### config.mk
export PLATFORM = sky130hd
export DESIGN_NAME = simon_button_reader
export DESIGN_NICKNAME = d
export VERILOG_FILES = /design/src/rtl/simon_button_reader_pkg.sv /design/src/rtl/simon_button_reader_sync2.sv /design/src/rtl/simon_button_reader.sv
export SDC_FILE = /design/constraint.sdc
export NUM_CORES = 1
export LEC_CHECK = 0
export CORE_MARGIN = 4
export CORE_UTILIZATION = 50
export CTS_CLUSTER_DIAMETER = 50
export DETAILED_ROUTE_END_ITERATION = 10
export PLACE_DENSITY = 0.69
export SYNTH_ARGS = -nofsm -noshare
export SYNTH_HDL_FRONTEND = slang
export SYNTH_SLANG_ARGS = --single-unit
### constraint.sdc
create_clock -name clk -period 4.9 [get_ports clk]
set_clock_uncertainty 0.1 [all_clocks]
set_input_delay 0.98 -clock clk [delete_from_list [all_inputs] [get_ports clk]]
set_output_delay 0.98 -clock clk [all_outputs]
set_load 0.05 [all_outputs]
### src/rtl/simon_button_reader_pkg.sv
// Shared definitions for the Simon button reader: colour codes, timebase and FSM states.
package simon_button_reader_pkg;

  localparam int MILLI_SECOND = 50_000;

  localparam logic [1:0] GREEN  = 2'd0;
  localparam logic [1:0] RED    = 2'd1;
  localparam logic [1:0] YELLOW = 2'd2;
  localparam logic [1:0] BLUE   = 2'd3;

  typedef enum logic [1:0] {
    ST_IDLE       = 2'd0,
    ST_DB_PRESS   = 2'd1,
    ST_HELD       = 2'd2,
    ST_DB_RELEASE = 2'd3
  } state_t;

  function automatic logic is_onehot(input logic [3:0] v);
    case (v)
      4'b0001, 4'b0010, 4'b0100, 4'b1000: is_onehot = 1'b1;
      default:                            is_onehot = 1'b0;
    endcase
  endfunction

  function automatic logic [1:0] encode(input logic [3:0] v);
    case (v)
      4'b0010: encode = RED;
      4'b0100: encode = YELLOW;
      4'b1000: encode = BLUE;
      default: encode = GREEN;
    endcase
  endfunction

endpackage

### src/rtl/simon_button_reader_sync2.sv
// Single-bit two-flop synchroniser with synchronous reset.
module simon_sync2 (
  input  logic clk,
  input  logic rst,
  input  logic d,
  output logic q
);

  logic meta;

  always_ff @(posedge clk) begin
    if (rst) begin
      meta <= 1'b0;
      q    <= 1'b0;
    end else begin
      meta <= d;
      q    <= meta;
    end
  end

endmodule

### src/rtl/simon_button_reader.sv
// Synchronises, debounces and encodes the four Simon buttons into a press event and held level.
// Macro SIMON_BTN_RELEASE_EVT_EN adds output release_evt ("release" is a reserved word).
//
// state         | meaning
// ST_IDLE       | waiting for exactly one button while enabled
// ST_DB_PRESS   | candidate must stay alone and stable for DEBOUNCE_CYCLES
// ST_HELD       | press accepted, button still down
// ST_DB_RELEASE | candidate must stay released for DEBOUNCE_CYCLES
module simon_button_reader
  import simon_button_reader_pkg::*;
#(
  parameter int DEBOUNCE_CYCLES = MILLI_SECOND * 10,
  parameter int CNT_W           = 20
) (
  input  logic       clk,
  input  logic       rst,
  input  logic       btn_green,
  input  logic       btn_red,
  input  logic       btn_yellow,
  input  logic       btn_blue,
  input  logic       enable,
  output logic [1:0] select,
  output logic       held,
  output logic       press
`ifdef SIMON_BTN_RELEASE_EVT_EN
  ,
  output logic       release_evt
`endif
);

  localparam logic [CNT_W-1:0] CNT_LAST = CNT_W'(DEBOUNCE_CYCLES - 1);
  localparam logic [CNT_W-1:0] CNT_MAX  = '1;

  logic [3:0]       s;
  state_t           state, state_nxt;
  logic [CNT_W-1:0] cnt, cnt_nxt, cnt_inc;
  logic [1:0]       cand, cand_nxt, select_nxt;
  logic             press_nxt;
  logic [3:0]       cand_vec;
  logic             cand_bit;
`ifdef SIMON_BTN_RELEASE_EVT_EN
  logic             release_nxt;
`endif

  simon_sync2 u_sync_green  (.clk(clk), .rst(rst), .d(btn_green),  .q(s[0]));
  simon_sync2 u_sync_red    (.clk(clk), .rst(rst), .d(btn_red),    .q(s[1]));
  simon_sync2 u_sync_yellow (.clk(clk), .rst(rst), .d(btn_yellow), .q(s[2]));
  simon_sync2 u_sync_blue   (.clk(clk), .rst(rst), .d(btn_blue),   .q(s[3]));

  assign cand_vec = 4'b0001 << cand;
  assign cand_bit = s[cand];
  assign cnt_inc  = (cnt == CNT_MAX) ? cnt : cnt + 1'b1;
  assign held     = (state == ST_HELD) || (state == ST_DB_RELEASE);

  always_ff @(posedge clk) begin
    if (rst) begin
      state  <= ST_IDLE;
      cnt    <= '0;
      cand   <= GREEN;
      select <= GREEN;
      press  <= 1'b0;
`ifdef SIMON_BTN_RELEASE_EVT_EN
      release_evt <= 1'b0;
`endif
    end else begin
      state  <= state_nxt;
      cnt    <= cnt_nxt;
      cand   <= cand_nxt;
      select <= select_nxt;
      press  <= press_nxt;
`ifdef SIMON_BTN_RELEASE_EVT_EN
      release_evt <= release_nxt;
`endif
    end
  end

  always_comb begin
    state_nxt  = state;
    cnt_nxt    = cnt;
    cand_nxt   = cand;
    select_nxt = select;
    press_nxt  = 1'b0;
`ifdef SIMON_BTN_RELEASE_EVT_EN
    release_nxt = 1'b0;
`endif
    case (state)
      ST_IDLE: begin
        if (enable && is_onehot(s)) begin
          cand_nxt  = encode(s);
          cnt_nxt   = '0;
          state_nxt = ST_DB_PRESS;
        end
      end
      ST_DB_PRESS: begin
        // Any other button joining, or the candidate dropping, restarts from idle.
        if (!enable || (s != cand_vec)) begin
          state_nxt = ST_IDLE;
        end else if (cnt == CNT_LAST) begin
          select_nxt = cand;
          press_nxt  = 1'b1;
          state_nxt  = ST_HELD;
        end else begin
          cnt_nxt = cnt_inc;
        end
      end
      ST_HELD: begin
        if (!enable) begin
          state_nxt = ST_IDLE;
        end else if (!cand_bit) begin
          cnt_nxt   = '0;
          state_nxt = ST_DB_RELEASE;
        end
      end
      ST_DB_RELEASE: begin
        if (!enable) begin
          state_nxt = ST_IDLE;
        end else if (cand_bit) begin
          state_nxt = ST_HELD;
        end else if (cnt == CNT_LAST) begin
          state_nxt = ST_IDLE;
`ifdef SIMON_BTN_RELEASE_EVT_EN
          release_nxt = 1'b1;
`endif
        end else begin
          cnt_nxt = cnt_inc;
        end
      end
      default: state_nxt = ST_IDLE;
    endcase
  end

endmodule
==> results.toml, run 1 <==
[logic_synthesis]
syn_nets = 246
synth_top_area_share = 0.352
synth-async-reset-ratio = 0
synth-seq-cells = 35
syn_area_um2 = 1990
synth_edf_count = 0
ys_types = 58
synth_area_leader_cell = "dfxtp_1"
ys_seq_area_frac = 0.352
synth_area_leaders = "dfxtp_1 (35%), a21oi_1 (4.3%), nand2_1 (4.2%)"
yosysWarningCount = 0
synth-main-ff-cell = "dfxtp_1"
avgSynthCellArea_um2 = 8.35
syn-instance-count = 238

[cells_and_area]
area_delta_synth_final_pct = 8.37
final_util = 0.576
drive_above_1_share = 0.0928
final_common_cell = "dfxtp_1"
diodes = 0
num-nets-final = 245
layout_common_cells = "dfxtp_1 (35), nand2_1 (22), nor2_1 (22)"
final_cells = 285

[detailed_routing]
drt_iter0_drc = 148
routedWlPerCell_um = 15.8
vias = 1783
dr.pass1.iters = 4
drc = 0
wl_um = 4520
ant_nets = 0
viasPerCell = 6.26

[placed_design]
dp_hpwl_um = 3100
gp_congestion = 0.916
dpl.cell_count = 278
port_buffers = 10

[worst_setup_path]
r2r_setup_slack_ps = 2150
cp.required_ps = 5000
worst-setup-path-type = "input port to flop"
critPathArrivalTime_ps = 3250
start_kind = "input port"
cp-end-kind = "flop"
reg2reg_depth = 7
critPathMaxFanout = 21

[floorplanning]
core_area_um2 = 3740
fp.dieH_um = 71.1
die_x_um = 71.1
die_area_um2 = 5050
num_rows = 22
ios = 11
start_util = 0.531

[run_status]
status = "finished clean"

[power_and_ir_drop]
power_leakage_nw = 0.708
total_power_mw = 0.575
p_per_area_nw_per_um2 = 267
ir_drop_mv = 0.170

[grt]
grt_max_degree = 22
overflow = 0
grt_pass1_vias = 1535
grt_antenna_before_repair = 0
grt_pass1_wl_um = 7600
grt_use_total = 0.186

[timing]
setup_viol_count_final = 0
worst_pin_slew_ps = 961
grt_setup_unrepaired = "no"
finalSetupTns_ps = 0
hold_slack_ps = 334
finalHoldViolations = 0
slew_violations = 0
max_freq_mhz = 317
relSlewSlack = 0.354
min_period_over_period = 0.643
min_period_ps = 3150

[clock_network]
cts_buffers = 5
clk_pin_slew_ps = 70
holdBufCountCts = 0
cts_sinks = 35
cts_resized = 0
tritoncts = "yes"
cts-htree-levels = 2
cts-root-buf = "clkbuf_8"
clockBufferDepth = 2
clk_latency_ps = 290
cts_setup_buffers = 0

[hold_path]
min_path_type = "flop to flop"
worstHoldPathCells = 1

[run]
maxCapViolCount = 0
## registers in the layout, indices dropped and copies added, names as in the netlist, 2 cells and up
signal / count
select: 2
cand: 2
cnt: 20
state: 2
## through the flow
stage	area [um2]	setup WS, ps
2_1_floorplan	1990	2480
3_3_place_gp	2070	1570
3_5_place_dp	2070	1470
4_1_cts	2150	1780
5_1_grt	2150	1570
6_report	2150	1750
## kinds of logic (layout without fill, tap and decap cells)
family	after synthesis	count (layout)	share of synthesized area
AOI/OAI and AO/OA	70	70	0.276
xor gates and xnor gates	2	2	0.00881
adders and majority gates	1	1	0.00629
buffers and inverters	22	21	0.0503
DFF	35	35	0.352
muxes	4	4	0.0264
and+or+nand+nor	104	104	0.279
## where the power goes
part / internal [mW] / leakage [nW] / total (mW) / switching [mW]
Clock: 0.110 / 0.0470 / 0.215 / 0.105
Combinational: 0.0252 / 0.377 / 0.0600 / 0.0348
Sequential: 0.289 / 0.284 / 0.300 / 0.0106
## worst max-delay path, stage by stage
cell and delay (ps):
clkdlybuf4s50_1 610, nor2b_1 240, nand2_1 100, a21oi_1 400
a311o_2 470, nand3_1 210, o31ai_1 250
## final cells by class
cell class / instances / area (um2)
Clock buffer: 6 / 82.6
Timing Repair Buffer: 11 / 108
Tap cell: 48 / 60.1
Multi-Input combinational cell: 181 / 1190
Sequential cell: 35 / 701
Inverter: 3 / 11.3
Fill cell: 370 / 1590
Clock inverter: 1 / 5.00
## per-layer routing
metal / track usage / part of all wire / vias to the layer above
met1: 0.263 / 0.47 / 825
met3: 0.0511 / 0.062 / 5
li1: - / - / 886
met5: 0 / 0 / -
met4: 0.0459 / 0.0091 / 0
met2: 0.281 / 0.45 / 67
## final timing paths
path / from / endpoint
worst min register to register: u_sync_blue.meta$_SDFF_PP0_ / u_sync_blue.q$_SDFF_PP0_
worst max-delay path: enable / cnt[8]$_SDFFE_PP0P_
worst min-delay path: u_sync_blue.meta$_SDFF_PP0_ / u_sync_blue.q$_SDFF_PP0_
worst max register to register: cnt[0]$_SDFFE_PP0P_ / cnt[1]$_SDFFE_PP0P_
## synth_stat cells, types with 5 or more instances
| cell type | number |
|---|---|
| dfxtp_1 | 35 |
| nand2_1 | 22 |
| nor2_1 | 22 |
| a21oi_1 | 17 |
| clkbuf_1 | 11 |
| nor2b_1 | 11 |
| nand3_1 | 9 |
| o21ai_0 | 8 |
| nand4_1 | 7 |
| nor3_1 | 6 |
| o211ai_1 | 6 |
| buf_2 | 5 |
Power figures use the tool's default switching activity.
==> inputs of run 2 (changes only) <==
PLACE_DENSITY = 0.71   (was 0.69)
clock period = 2.7 ns   (was 4.9 ns; I/O delays follow)
==> run 2 against run 1 <==
Utilization grew 3.4 points. Worst hold slack gained 2.3 ps. Highest routed layer unchanged. Critical endpoint is now cnt[17]$_SDFFE_PP0P_. Routed wire length shrank 1.2%. Global-route usage shrank 0.19 points. Total power grew 100%. Count of clock-buffer cells in the layout is the same. Register-to-register slack lost 1900 ps. First-iteration DRC count grew 13%. Combinational power grew 130%. Cell count grew 4.9%. Critical path depth is the same.
==> results.toml, run 2 (same netlist as run 1, synthesis figures left out) <==
[worst_setup_path]
critPathBufInv = 0
critPathMaxFanout = 13
worst-setup-path-type = "flop to flop"
cpPeakStageDelay_ps = 650
cp-end-kind = "flop"
cp-startpoint = "cnt[0]$_SDFFE_PP0P_"
crit_chain = "ha_1 > nand3_1 > or4_1 > o22a_1 > a41oi_1 > o211ai_1 > o41ai_2"
start_kind = "flop"
critPathTopFamily = "compound AO/OA/AOI/OAI gates"
critPathArrivalTime_ps = 2540
worstReg2RegEnd = "cnt[17]$_SDFFE_PP0P_"
r2r_setup_slack_ps = 250
worst_r2r_startpoint = "cnt[0]$_SDFFE_PP0P_"
cp.required_ps = 2800
reg2reg_depth = 7
slowest_stage = "or4_1"

[detailed_routing]
wl_um = 4460
drt_iter0_drc = 167
viasPerCell = 6.12
vias = 1830
dr.pass1.iters = 4
ant_nets = 0
routedWlPerCell_um = 14.9
drc = 0

[grt]
grt_pass1_vias = 1640
grt_pass1_wl_um = 7600
grt_use_total = 0.184
grt_antenna_before_repair = 0
grt_max_degree = 21
overflow = 0

[floorplanning]
num_rows = 22
die_x_um = 71.1
fp.dieH_um = 71.1
start_util = 0.531
die_area_um2 = 5050
core_area_um2 = 3740
ios = 11

[timing]
finalSetupTns_ps = 0
finalHoldViolations = 0
grt_setup_unrepaired = "no"
min_period_over_period = 0.907
min_period_ps = 2450
relSlewSlack = 0.669
slew_violations = 0
max_freq_mhz = 409
setup_viol_count_final = 0
worst_pin_slew_ps = 496

[clock_network]
cts_buffers = 5
cts-htree-levels = 2
clockBufferDepth = 2
holdBufCountCts = 0
cts_setup_buffers = 0
cts_resized = 0
clk_latency_ps = 290
tritoncts = "yes"
clk_pin_slew_ps = 70
cts_sinks = 35
cts-root-buf = "clkbuf_8"

[cells_and_area]
final_common_cell = "dfxtp_1"
final_util = 0.610
area_delta_synth_final_pct = 14.8
num-nets-final = 258
layout_common_cells = "dfxtp_1 (35), nand2_1 (22), nor2_1 (22)"
drive_above_1_share = 0.143
largest-register = "cnt"
n_fill_cell = 354
largest_reg_flops = 20
diodes = 0

[hold_path]
whs_endpoint = "u_sync_yellow.q$_SDFF_PP0_"
worstHoldPathCells = 1
hold_start = "u_sync_yellow.meta$_SDFF_PP0_"
min_path_type = "flop to flop"

[power_and_ir_drop]
ir_drop_mv = 0.350
p_per_area_nw_per_um2 = 507
power_leakage_nw = 0.787

[placed_design]
port_buffers = 10
dp_hpwl_um = 3200
gp_congestion = 0.904

[run]
maxCapViolCount = 0

[run_status]
status = "finished clean"
==> run 2: cell count changes in the layout (fill, tap and decap cells not counted), sizes merged <==
cell	delta
buf	+13
bufinv	+1
==> run 2: power by group <==
group	switching, mW	internal, mW	leakage [nW]	total (mW)
clock network	0.188	0.299	0.0612	0.487
registers	0.00952	0.525	0.284	0.535
logic	0.0754	0.0601	0.442	0.136
==> run 2: cell type report <==
type | count | area [um2] | share of cell area
Clock buffer | 6 | 82.6 | 0.0362
Clock inverter | 2 | 35.0 | 0.0154
Inverter | 3 | 11.3 | 0.00493
Multi-Input combinational cell | 181 | 1190 | 0.520
Sequential cell | 35 | 701 | 0.307
Tap cell | 48 | 60.1 | 0.0263
Timing Repair Buffer | 24 | 205 | 0.0899
==> run 2: worst register-to-register path, stage by stage (launching register included) <==
cell and delay (ps):
dfxtp_1 380, ha_1 210, nand3_1 130, or4_1 650
o22a_1 430, a41oi_1 270, o211ai_1 120, o41ai_2 80
==> run 2: per-layer routing <==
layer | part of all wire | vias up | GRT usage
met2 | 0.44 | 50 | 0.273
met4 | 0.0094 | 0 | 0.0543
li1 | - | 925 | -
met1 | 0.50 | 851 | 0.264
met3 | 0.056 | 4 | 0.0469
met5 | 0 | - | 0
==> run 2: per-stage QoR <==
stage                     cell area [um2]  std cells  setup WS [ps]  hold WS, ps  power, mW
after floorplan                      1990        238            423          314      0.637
after global placement               2160        291            198          315      0.677
after detailed placement             2160        291            136          323      0.680
after CTS                            2280        299            264          340       1.17
after global routing                 2280        299            111          365       1.21
final                                2280        299            252          337       1.16
==> run 2: how the worst max path moves through the flow <==
stage / endpoint / slack [ps] / depth (start not counted)
2_1_floorplan: cnt[17]$_SDFFE_PP0P_ / 420 / 9
3_3_place_gp: cnt[14]$_SDFFE_PP0P_ / 200 / 8
3_5_place_dp: cnt[14]$_SDFFE_PP0P_ / 140 / 8
4_1_cts: cnt[17]$_SDFFE_PP0P_ / 260 / 7
5_1_grt: cnt[17]$_SDFFE_PP0P_ / 110 / 7
6_report: cnt[17]$_SDFFE_PP0P_ / 250 / 7
==> inputs of run 3 (changes only) <==
SKIP_LAST_GASP = 1   (was not set)
==> results of run 3 <==
No change in the layout: final DEF, timing and power equal those of run 2.
==> patch 1 (config.mk and constraints of run 2) <==
The parameter `CNT_W` goes from 20 to 18.
--- a/src/rtl/simon_button_reader.sv
+++ b/src/rtl/simon_button_reader.sv
@@ -12,3 +12,3 @@
   parameter int DEBOUNCE_CYCLES = MILLI_SECOND * 10,
-  parameter int CNT_W           = 20
+  parameter int CNT_W           = 18
 ) (
Function: no difference found for any inputs over 10 cycles, from zero or initial values and one cycle with rst high; that may be too few to reach the edited logic, so the function may still have changed.
==> patch 1 against run 2 <==
  * Final cell count shrank 7.0%
  * Synthesized area shrank 8.8%
  * Sequential cell count shrank 2
  * Sequential share of layout area grew 0.54 points
  * Cell area shrank 6.5%
  * Wire length shrank 8.4%
  * Worst setup slack lost 0.17 ns
  * Critical path type unchanged
  * Critical endpoint is now cnt[3]
Power is not compared: it rests on default switching activity, and its combinational part moved more than twofold at a synthesized area within 25%.
==> patch 1: results (changes against run 2) <==
Layout
  • Share of layout cells above drive strength 1: 0.155 (was 0.143)
  • Max reg flops: 18 (was 20)
  • Filler cells: 318 (was 354)
  • Most flop-heavy register: cnt (unchanged)
  • Final net count: 239 (was 258)

Critical path
  • Worst path max stage delay: 0.50 ns (was 0.65 ns)
  • Worst flop-to-flop path endpoint: cnt[3] (was cnt[17])
  • Critical Path AT: 2.79 ns (was 2.54 ns)
  • Reg-to-Reg Start: u_sync_blue.q (was cnt[0])
  • CP delay by family, top: simple AND/OR/NAND/NOR gates (was compound AO/OA/AOI/OAI gates)
  • FF-to-FF setup slack: 0.09 ns (was 0.25 ns)

Pwr
  • Pwr Total: 1.23 mW

Global route
  • First-pass GRT wire length: 6780 um (was 7600 um)
  • GRT Total Usage: 0.196 (was 0.184)

Placed design
  • GPL Wtd Cong: 0.881 (was 0.904)
  • Placed Cells: 269 (was 291)
  • Pre-CTS setup slack: -0.0399 ns (was 0.136 ns)
  • Area after DPL: 0.00201 mm^2 (was 0.00216 mm^2)
  • Post-DP HPWL: 2820 um (was 3200 um)

Min path
  • Hold path startpoint: u_sync_green.meta (was u_sync_yellow.meta)
  • Hold Crit Class: reg -> reg (unchanged)
  • Hold EP: u_sync_green.q (was u_sync_yellow.q)

Synth
  • Seq/Total Area, Yosys: 0.364 (was 0.352)
  • Dominant cells by area after synthesis: dfxtp_1, nand3_1, or4_1, nand2_1, mux2i_1 (was dfxtp_1, a21oi_1, nand2_1, nor2_1, nor2b_1)
  • Post-Syn Nets: 222 (was 246)
  • Post-Synth Adder-Cell Area: 0.00690 (was 0.00629)
  • Synth Area in Compound Gates: 0.170 (was 0.276)
  • Post-synthesis xor/xnor area fraction: 0.0193 (was 0.00881)
  • Mux contribution to synthesized area: 0.0455 (was 0.0264)
  • Count of cell types in the netlist: 47 (was 58)

Route
  • DR iter-0 viols: 142 (was 167)
  • Vias per cell: 6.01 (was 6.12)
  • Wirelength per Cell: 14.7 um (was 14.9 um)
  • Via count: 1670 (was 1830)

Clocking
  • Clk Latency, worst-skew pair: 0.35 ns (was 0.29 ns)
  • Htree depth: 2 (unchanged)
  • CTS buffer count: 5 (unchanged)

Timing
  • Hold WS: 0.350 ns (was 0.337 ns)
  • Final setup margin: 0.0871 ns (was 0.252 ns)
  • Slew @ Worst Pin: 0.609 ns (was 0.496 ns)

Run status
  • Status: completed (unchanged)
[patch 1: cell count changes after synthesis, moves of 4 or more]
cell and delta:
a21oi_1 -9, nand3_1 +9, nor2_1 -9, or4_1 +8, nand3b_1 +6, a31oi_1 +5
o21ai_0 -5, a41oi_1 -4, buf_2 -4
[patch 1: layout make-up]
class                   count  area share
multi-input cells         160       0.505
clock buffers               5      0.0176
well taps                  46      0.0270
repair buffers             25       0.106
inverters                   6      0.0106
clock inverters             3      0.0217
flip-flops and latches     33       0.312
[patch 1: repair_timing]
action	in CTS	in global routing
pin swaps	2	1
hold buffers	0	0
buffers inserted	1	0
gates resized for setup	2	7
setup endpoints to repair	1	5
cloned	0	0
[patch 1: layer usage]
metal / share of wire / vias up / global-route usage / routed length (um)
li1: - / 840 / - / -
met1: 0.46 / 791 / 0.243 / 1880
met2: 0.49 / 32 / 0.314 / 2000
met3: 0.040 / 7 / 0.0722 / 165
met4: 0.011 / 0 / 0.0645 / 45
met5: 0 / - / 0 / 0
==> patch 2 (settings of run 2) <==
Without the edit above. Register the output `held`, cleared by the reset; this adds one clock of latency there. The other outputs are not delayed to match.
--- a/src/rtl/simon_button_reader.sv
+++ b/src/rtl/simon_button_reader.sv
@@ -52,3 +52,9 @@
   assign cnt_inc  = (cnt == CNT_MAX) ? cnt : cnt + 1'b1;
-  assign held     = (state == ST_HELD) || (state == ST_DB_RELEASE);
+  always_ff @(posedge clk) begin
+    if (rst) begin
+      held <= '0;
+    end else begin
+      held <= (state == ST_HELD) || (state == ST_DB_RELEASE);
+    end
+  end
 
Function: no difference found for any inputs over 10 cycles, from zero or initial values and one cycle with rst high; that may be too few to reach the edited logic, so the function may still have changed.
==> patch 2 against run 2 <==
  * Total power shrank 11%
  * Worst setup slack improved by 0.23 ns
  * Cell area fell by 2.6%
  * Wire length is 3.1% lower
  * Count of clock-buffer cells in the layout down 1
  * Sequential cell count rose by 1
  * Sequential share of layout area up 1.7 points
  * Worst hold slack better by 0.0068 ns
  * Synthesized area is 1.4% lower
  * Global-route usage is 0.46 points lower
==> patch 2: results (changes against run 2) <==
Critical path
  • CP delay by family, top: simple AND/OR/NAND/NOR gates (was compound AO/OA/AOI/OAI gates)
  • Critical Path AT: 2.35 ns (was 2.54 ns)
  • Worst path max stage delay: 0.56 ns (was 0.65 ns)
  • CP Max Fanout: 7 (was 13)
  • Crit-path slowest cell: mux4_2 (was or4_1)
  • Critical path launch point: cand[0] (was cnt[0])

Global route
  • Met2 Track Usage GR: 0.257 (was 0.273)
  • Number of global-route vias before repair: 1529 (was 1640)
  • Met3 Resource Use GR: 0.0440 (was 0.0469)
  • First-pass GRT wire length: 7280 um (was 7600 um)
  • GRT Total Usage: 0.180 (was 0.184)
  • Routing usage on met1: 0.262 (was 0.264)
  • Largest net degree at the start of global routing: 15 (was 21)

Route
  • Drt total wl: 4320 um (was 4460 um)
  • DR iter-0 viols: 126 (was 167)
  • Drt pass-1 iters: 4 (unchanged)
  • Vias per cell: 6.01 (was 6.12)

Layout
  • Share of layout cells above drive strength 1: 0.134 (was 0.143)
  • Filler cells: 367 (was 354)
  • Final net count: 254 (was 258)
  • Non-Filler Instances: 295 (was 299)

Synth
  • Largest family of logic cells by synthesized area: simple AND/OR/NAND/NOR gates (unchanged)
  • Post-Syn Nets: 239 (was 246)
  • Mux contribution to synthesized area: 0.0319 (was 0.0264)
  • Synth warnings: 0 (unchanged)
  • Seq/Total Area, Yosys: 0.368 (was 0.352)
  • Commonest cells in the netlist: dfxtp_1, nand2_1, nor2_1, o21ai_0 (was dfxtp_1, nand2_1, nor2_1, a21oi_1)
  • Post-synthesis xor/xnor area fraction: 0.00894 (was 0.00881)
  • Synth Area in Compound Gates: 0.192 (was 0.276)
  • Synth Instances: 231 (was 238)
  • Post-Synth Adder-Cell Area: 0.00639 (was 0.00629)
  • Dominant cells by area after synthesis: dfxtp_1, nand4_1, nor2b_1, nand2_1, o21ai_0 (was dfxtp_1, a21oi_1, nand2_1, nor2_1, nor2b_1)
  • Count of cell types in the netlist: 48 (was 58)

Placed design
  • Port buffer count: 10 (unchanged)
  • GPL Wtd Cong: 0.848 (was 0.904)
  • Placed Cells: 287 (was 291)
  • Pre-CTS setup slack: 0.275 ns (was 0.136 ns)
  • Post-DP HPWL: 3080 um (was 3200 um)

Pwr
  • Peak supply drop: 0.333 mV (was 0.350 mV)
  • Leak: 0.774 nW (was 0.787 nW)

Min path
  • Hold path startpoint: u_sync_blue.meta (was u_sync_yellow.meta)
  • Hold Crit Class: reg -> reg (unchanged)

Run status
  • Status: completed (unchanged)

Timing
  • Slew @ Worst Pin: 0.505 ns (was 0.496 ns)
[patch 2: cell count changes after synthesis, moves of 5 or more]
cell,before,now
a21oi_1,17,11
a31oi_1,4,9
nor2_1,22,15
clkbuf_1,11,4
nor3_1,6,11
o211ai_1,6,0
[patch 2: layout make-up]
class / instances / area share
multi-input combinational: 179 / 0.520
sequential: 36 / 0.324
timing repair buffer: 21 / 0.0822
clock buffer: 5 / 0.0310
tap: 48 / 0.0270
clock inverter: 3 / 0.0107
inverter: 3 / 0.00507
[patch 2: metrics by stage]
stage / hold WS, ns / cell area [um^2]
floorplan: 0.314 / 1960
global placement: 0.318 / 2130
detailed placement: 0.326 / 2130
CTS: 0.345 / 2220
global route: 0.364 / 2220
finish: 0.344 / 2220
[patch 2: cells by family after synthesis]
group                    after synthesis
XOR/XNOR                               2
AO/OA/AOI/OAI                         56
adder cells (fa/ha/maj)                1
buffers and inverters                 16
AND/OR/NAND/NOR                      115
flip-flops                            36
multiplexers                           5
[patch 2: routing by layer]
layer,routed length [um],share of wire,vias to the layer above
li1,-,-,898
met1,2110,0.49,825
met2,1940,0.45,47
met3,238,0.055,4
met4,37,0.0086,0
met5,0,0,-
[patch 2: power by group]
part | total (mW) | switching (mW) | internal, mW
clock network | 0.394 | 0.211 | 0.183
registers | 0.550 | 0.0115 | 0.538
logic | 0.0858 | 0.0471 | 0.0387
[patch 2: path summary, 6_finish.rpt]
path	depth (start not counted)	end	slack [ns]
hold reg to reg	1	u_sync_blue.q	0.34
setup reg to reg	5	cnt[17]	0.48
hold / removal	1	u_sync_blue.q	0.34
setup / recovery	5	cnt[17]	0.48
